[src/rtl/wb_spi_mem.sv]
// Wishbone slave mapping word accesses onto a serial SPI memory.
// One SPI frame per request: opcode, address, then data bytes.
module wb_spi_mem #(
  parameter int          ADR_BYTES = 3,
  parameter logic [7:0]  CMD_RD    = 8'h03,
  parameter logic [7:0]  CMD_WR    = 8'h02
) (
  input  logic        i_clk,
  input  logic        i_rst,
  input  logic [31:0] i_wb_adr,
  input  logic [31:0] i_wb_dat,
  input  logic [3:0]  i_wb_sel,
  input  logic        i_wb_we,
  input  logic        i_wb_cyc,
  output logic [31:0] o_wb_rdt,
  output logic        o_wb_ack,
  output logic        o_spi_sck,
  output logic        o_spi_cs_n,
  output logic        o_spi_mosi,
  input  logic        i_spi_miso
);

  localparam int AW = 8 * ADR_BYTES;
  localparam int TW = 8 + AW + 32;

  typedef enum logic [2:0] {
    IDLE, CMD, ADDR, DATA, DONE
  } state_t;

  state_t        state;
  logic [TW-1:0] tx;
  logic [31:0]   rx;
  logic [31:0]   rx_nxt;
  logic [7:0]    cnt;
  logic [7:0]    term;
  logic [2:0]    nbytes;
  logic          we;
  logic          skip;
  logic          started;
  logic          last_bit;

  logic [1:0]    lo;
  logic [1:0]    hi;
  logic [31:0]   dsh;
  logic [31:0]   dfield;
  logic [AW-1:0] adr_f;
  logic [7:0]    opc;
  logic          unused_adr;

  assign unused_adr = ^{i_wb_adr >> AW, i_wb_adr[1:0]};

  function automatic logic [31:0] bswap(
    input logic [31:0] v
  );
    return {v[7:0], v[15:8], v[23:16], v[31:24]};
  endfunction

  always_comb begin
    lo = 2'd0;
    hi = 2'd0;
    for (int k = 3; k >= 0; k--)
      if (i_wb_sel[k]) lo = 2'(k);
    for (int k = 0; k < 4; k++)
      if (i_wb_sel[k]) hi = 2'(k);
  end

  // Start lane moves to the top byte so lanes go out in ascending order.
  assign dsh    = i_wb_dat >> {lo, 3'b000};
  assign dfield = i_wb_we ? bswap(dsh) : 32'h0;
  assign adr_f  = {i_wb_adr[AW-1:2],
                   i_wb_we ? lo : 2'b00};
  assign opc    = i_wb_we ? CMD_WR : CMD_RD;
  assign rx_nxt = {rx[30:0], i_spi_miso};

  always_comb begin
    term = 8'd8;
    case (state)
      ADDR:    term = 8'(AW);
      DATA:    term = 8'({nbytes, 3'b000});
      default: term = 8'd8;
    endcase
  end

  assign last_bit = (cnt == term - 8'd1);

  always_ff @(posedge i_clk) begin
    if (i_rst) begin
      state      <= IDLE;
      o_spi_cs_n <= 1'b1;
      o_spi_sck  <= 1'b0;
      o_spi_mosi <= 1'b0;
      o_wb_ack   <= 1'b0;
      o_wb_rdt   <= 32'h0;
      tx         <= '0;
      rx         <= '0;
      cnt        <= '0;
      nbytes     <= '0;
      we         <= 1'b0;
      skip       <= 1'b0;
      started    <= 1'b0;
    end else begin
      case (state)
        IDLE: begin
          o_wb_ack <= 1'b0;
          if (i_wb_cyc && !o_wb_ack) begin
            state   <= CMD;
            we      <= i_wb_we;
            skip    <= i_wb_we && (i_wb_sel == 4'b0);
            nbytes  <= i_wb_we ?
                       3'(hi) - 3'(lo) + 3'd1 :
                       3'd4;
            tx      <= {opc, adr_f, dfield};
            cnt     <= '0;
            started <= 1'b0;
          end
        end
        CMD, ADDR, DATA: begin
          if (!started) begin
            started <= 1'b1;
            if (!skip) begin
              o_spi_cs_n <= 1'b0;
              o_spi_sck  <= 1'b0;
              o_spi_mosi <= tx[TW-1];
              tx         <= tx << 1;
            end
          end else if (skip) begin
            state    <= DONE;
            o_wb_ack <= 1'b1;
          end else if (!o_spi_sck) begin
            o_spi_sck <= 1'b1;
          end else begin
            rx  <= rx_nxt;
            cnt <= last_bit ? 8'd0 : cnt + 8'd1;
            if (last_bit && state == DATA) begin
              state      <= DONE;
              o_spi_cs_n <= 1'b1;
              o_spi_sck  <= 1'b0;
              o_spi_mosi <= 1'b0;
              o_wb_ack   <= 1'b1;
              if (!we) o_wb_rdt <= bswap(rx_nxt);
            end else begin
              if (last_bit)
                state <= (state == CMD) ? ADDR : DATA;
              o_spi_sck  <= 1'b0;
              o_spi_mosi <= tx[TW-1];
              tx         <= tx << 1;
            end
          end
        end
        DONE: begin
          state    <= IDLE;
          o_wb_ack <= 1'b0;
        end
        default: state <= IDLE;
      endcase
    end
  end

endmodule
[config.mk]
export PLATFORM = sky130hd
export DESIGN_NAME = wb_spi_mem
export DESIGN_NICKNAME = d
export VERILOG_FILES = /design/src/rtl/wb_spi_mem.sv
export SDC_FILE = /design/constraint.sdc
export NUM_CORES = 1
export LEC_CHECK = 0
export CORE_MARGIN = 2
export CORE_UTILIZATION = 30
export DETAILED_ROUTE_END_ITERATION = 8
export PLACE_DENSITY = 0.61
export SLEW_MARGIN = 10
export SYNTH_ARGS = -nofsm -noshare
export SYNTH_HDL_FRONTEND = slang
export SYNTH_SLANG_ARGS = --single-unit
[constraint.sdc]
create_clock -name i_clk -period 3.5 [get_ports i_clk]
set_input_delay 0.525 -clock i_clk [delete_from_list [all_inputs] [get_ports i_clk]]
set_output_delay 0.525 -clock i_clk [all_outputs]
set_load 0.01 [all_outputs]
Yosys cells after proc, flatten, opt, wreduce, memory -nomap -nowiden
Cells that the tools add are included.

Add/subtract/negate cells: 4. $mul: 0. Divide/modulo/power cells: 0. Order comparisons: 0. Eq/ne operators: 16. Shifts and indexed selects: 1. Muxes and demuxes: 51. Bitwise logic cells: 2. Reductions and logical operators: 21.

Operators with widths (count): 64-bit 2-to-1 mux (6); 64-bit one-hot mux with 2 select lines (1); 8-bit 2-to-1 mux (5); 32-bit 2-to-1 mux (1); 32-bit by 5-bit right shift with 32-bit output (1); 3-bit 2-to-1 mux (7); 1-bit 2-to-1 mux (19); 8-bit one-hot mux with 2 select lines (1); 4-bit AND reduction (4); 2-bit 2-to-1 mux (7); 3-bit != test, second input constant (4); 6-bit one-hot mux with 2 select lines (1); 2-bit != test, second input constant (5); 5-bit AND reduction (2); 8-bit by 1-bit adder with 8-bit output, second input constant (1); 8-bit equality test (1); 8-bit by 1-bit subtractor with 8-bit output, second input constant (1); 3-bit by 2-bit equality test with 1-bit output, second input constant (2); 3-bit one-hot mux with 2 select lines (1); 2-bit AND reduction (3); 6-bit AND reduction (1); 4-bit zero test (1); 4-bit != test, second input constant (1); 1-bit one-hot mux with 2 select lines (2); other kinds (13) (17).

Register bits: 148. Bits in latches: 0. Bits in writable memories: 0. ROM bits: 0. Input bits: 73. Word-level logic and storage cells: 108. Memories: 0.

Longest topological paths before layout
Depth after elaboration: 10. Gate-level depth with buffers: 14. Depth with buffers taken out: 9.

Worst setup path before layout
No wires, ideal clock.

Path type: register to register. From: register state[1]. To: register tx[17]. Setup time: 0.081 ns. Arrival: 2.649 ns. Data required time: 3.419 ns. Path slack: 0.770 ns. Cell stages (with the launch flop): 15. Buffers on the path: 5. Cell sequence: dfxtp_1 clkbuf_2 nor2b_1 and2_1 clkbuf_1 nand2_1 ha_1 xnor2_1 nor4_4 o2111a_1 buf_4 nor2_1 buf_6 buf_6 a211oi_2.

Word-level cells in the longest chain between the ends: 7.

RTL lines: start, declared (RTL line 30) `state_t state;`; start signal, assigned (RTL line 143) `state <= (state == CMD) ? ADDR : DATA;`; 3-bit by 2-bit equality test with 1-bit output (on tied branches) (RTL line 77, 102, 134); 6-bit one-hot mux with 2 select lines (RTL line 77) `case (state)`; 8-bit by 1-bit subtractor with 8-bit output (RTL line 84) `assign last_bit = (cnt == term - 8'd1);`; 8-bit equality test (RTL line 84); 1-bit logical AND (RTL line 134) `if (last_bit && state == DATA) begin`; 3-bit != test (no source line); 5-bit AND reduction (no source line); end signal, assigned (RTL line 112) `tx <= {opc, adr_f, dfield};`; end signal, assigned (RTL line 124) `tx <= tx << 1;`; end signal, assigned (RTL line 146) `tx <= tx << 1;`; end, declared (RTL line 31) `logic [TW-1:0] tx;`.

Parallel ways exist; a longest one is shown, timed or not. A chain may end at the register's enable or synchronous reset.

Final worst setup path
From: register state[1]. To: register tx[50].

The elaborated chain is that of the path after synthesis.

==> summary.md <==
| Metric | Value |
|---|---|
| Routed wire length | 18500 microns |
| Gpl congestion | 0.843 |
| HP Start | o_wb_rdt[13]$_SDFFE_PP0P_ |
| Slew Viols, Final | 0 |
| Outcome | complete, no violations |
| Core Box Area | 22700 sq um |
| # IOs | 109 |
| Min Tclk post-route | 3190 ps |
| Clk Latency, worst-skew pair | 430 ps |
| Max incr delay on CP | 720 ps |
| WHS Path Cells | 2 |
| Hold Fails Final Rpt | 0 |
| Clk buf depth | 2 |
| Final setup fails | 0 |
| Tcrit/Tclk final | 91.1% |
| Layout Skew | 15.4 ps |
| R2r startpoint | state[1]$_SDFFE_PP0P_ |
| CP max FO | 29 |
| # rows | 55 |
| Worst r2r dst | tx[50]$_SDFFE_PP0P_ |
| Total die area | 24400 sq um |
| Fin Hold WS | 453 ps |
| Crit-path cells | nor2b_1 > and2_1 > nand2_1 > ha_1 > xnor2_1 > nor4_4 > o2111a_1 > nor2_4 > buf_12 > a211oi_2 |
| Setup TNS | 0 ps |
| Initial antenna violation count | 0 |
| Initial DRC count | 536 |
| CP delay by family, top | simple AND/OR/NAND/NOR gates |
| Worst hold path endpoint | o_wb_rdt[13]$_SDFFE_PP0P_ |
| Pwr Total | 4.21 mW |
| Placed cell area | 8120 sq um |
| IO Port Bufs | 98 |
| Unrepaired setup endpoints after global routing | false |
| CP arrival | 3470 ps |
| Area Growth Syn to Fin | 25.6% |
| Post-cts resize count | 0 |
| Worst setup SP type | register |
| Vias in the first global route | 5833 |
| CTS root buf | clkbuf_16 |
| Starting Density | 30.6% |
| # fillers | 2312 |
| Fmax | 0.314 GHz |
| FF+latch count, synth | 148 |
| TritonCTS Buffers | 17 |
| Total of max-cap violations | 0 |
| Hold Path Class | reg -> reg |
| Worst-case reg-to-reg path depth | 10 |
| Crit path kind | reg -> reg |
| Reg2reg setup slack | 310 ps |
| CTS tree | done |
| Worst endpoint required time | 3790 ps |
| Tot GR Track Use | 15.3% |
| Clock-pin slew on the worst setup and hold paths | 70 ps |
| Worst setup EP type | register |
| Seq/Total Area, Yosys | 42.7% |
| Final HPWL DP | 11600 microns |
| WL per Instance | 15.8 microns |
| Clock sink count | 148 |
| # diodes | 0 |
| Slew Limit Headroom | 38.6% |
| Syn Nets | 886 |
| Share of cells above drive strength 1 | 12.3% |
| Top_reg_cell synth | dfxtp_1 |
| Total global routing overflow | 0 |
| Async S/R FF share, synth | 0% |
| Final instance area | 8720 sq um |
| H-tree Lvls | 4 |
| Distinct cells, synth | 57 |
| Worst Tran Pin Value | 919 ps |
| Postcts setup bufs | 0 |
| Vias per cell | 5.23 |
| DR vias | 6093 |
| Hold_buf cts | 0 |
| Final Util | 38.4% |
| Synth warn | 0 |
| First-pass GRT wire length | 30000 microns |
| Maximum VDD drop | 0.320 mV |
| P_leak | 3.01 nW |
| Die Y | 156 microns |
| Largest net degree at the start of global routing | 68 |
| # DRC | 0 |
| Die Span X | 156 microns |
| Synth Instances | 807 |
| Post-synth EDFFs | 0 |
| Slowest-stage cell, CP | nor2_4 |
| Pre-Repair DR Iteration Count | 5 |
| Pwr dens | 482 nW/um^2 |
| Critical path buffers and inverters | 1 |
| Nets | 946 |
| Avg Cell Area, Syn | 8.60 sq um |
| Netlist Area Pre-Place | 6940 sq um |
| Antenna Nets Post-Route | 0 |
registers in the layout (all words and copies together), names as in the netlist, 3 cells and up:
register	cells
cnt	8
nbytes	3
o_wb_rdt	32
rx	31
state	3
tx	64
worst min-delay path, stage by stage (launching register included):
cell and delay, ps:
dfxtp_1 310, nand2_1 50, a21oi_1 50
per-stage QoR:
| step | setup slack (ps) | cells |
|---|---|---|
| floorplan | 770 | 807 |
| global placement | 342 | 1133 |
| detailed placement | 325 | 1133 |
| CTS | 323 | 1165 |
| global route | 69.9 | 1165 |
| finish | 312 | 1165 |
routing by layer:
metal  track usage (%)  wire length (microns)
met1              21.2                   8780
met2              23.2                   8240
met3              3.83                   1140
met4              5.07                    298
met5                 0                      0
cells in the mapped netlist, types with 10 or more instances:
cell / number / share of area [%]
o22ai_1: 11 / 0.99
mux2i_1: 31 / 4.5
and2_1: 10 / 0.90
a2bb2oi_1: 16 / 2.0
o21ai_0: 15 / 1.1
dfxtp_1: 148 / 43
nand3_1: 18 / 1.3
nor2_1: 24 / 1.3
clkbuf_1: 48 / 2.6
a211oi_2: 40 / 7.2
a21oi_1: 147 / 11
buf_2: 16 / 1.2
nand2_1: 141 / 7.6
a211oi_1: 15 / 1.6
final cells by class:
cell class              instances  area, sq um  share of cell area, %
clock inverters                15          173                   1.98
clock buffers                  17          425                   4.88
multi-input cells             574         3630                   41.6
well taps                     285          357                   4.09
inverters                      10         37.5                  0.430
repair buffers                116         1140                   13.1
flip-flops and latches        148         2960                   34.0
report_power, final:
group	leakage (nW)	internal, mW	switching (mW)	total [mW]
Sequential	1.21	1.77	0.0493	1.82
Clock	0.290	0.964	0.850	1.81
Combinational	1.51	0.259	0.314	0.573
Total	3.01	2.99	1.21	4.21
worst max path at each step:
| stage | from | to | slack (ps) | cells past startpoint |
|---|---|---|---|---|
| final | state[1]$_SDFFE_PP0P_ | tx[50]$_SDFFE_PP0P_ | 310 | 10 |
| after detailed placement | state[1]$_SDFFE_PP0P_ | tx[42]$_SDFFE_PP0P_ | 320 | 10 |
| after CTS | state[1]$_SDFFE_PP0P_ | tx[50]$_SDFFE_PP0P_ | 320 | 10 |
| after global routing | state[1]$_SDFFE_PP0P_ | tx[42]$_SDFFE_PP0P_ | 70 | 10 |
| after global placement | state[1]$_SDFFE_PP0P_ | tx[39]$_SDFFE_PP0P_ | 340 | 10 |
| after floorplan | state[1]$_SDFFE_PP0P_ | tx[17]$_SDFFE_PP0P_ | 770 | 14 |
placed cells by master, fill, tap and decap left out, drive strengths merged, types with 17 or more instances in the layout:
cell type	count
a211oi	55
a21oi	147
buf	19
clkbuf	17
clkdlybuf4s50	97
dfxtp	148
inv	18
mux2i	31
nand2	142
nand3	18
nor2	24
cell families after synthesis:
kind of cell,count (synthesis),share of synthesized area [%]
DFF,148,42.7
AOI/OAI and AO/OA,297,29.9
buffers and inverters,85,5.57
adders and majority gates,6,1.08
muxes,31,4.47
and+or+nand+nor,232,15.2
xor gates and xnor gates,8,1.01
No activity file was read; power rests on OpenSTA's default activity.
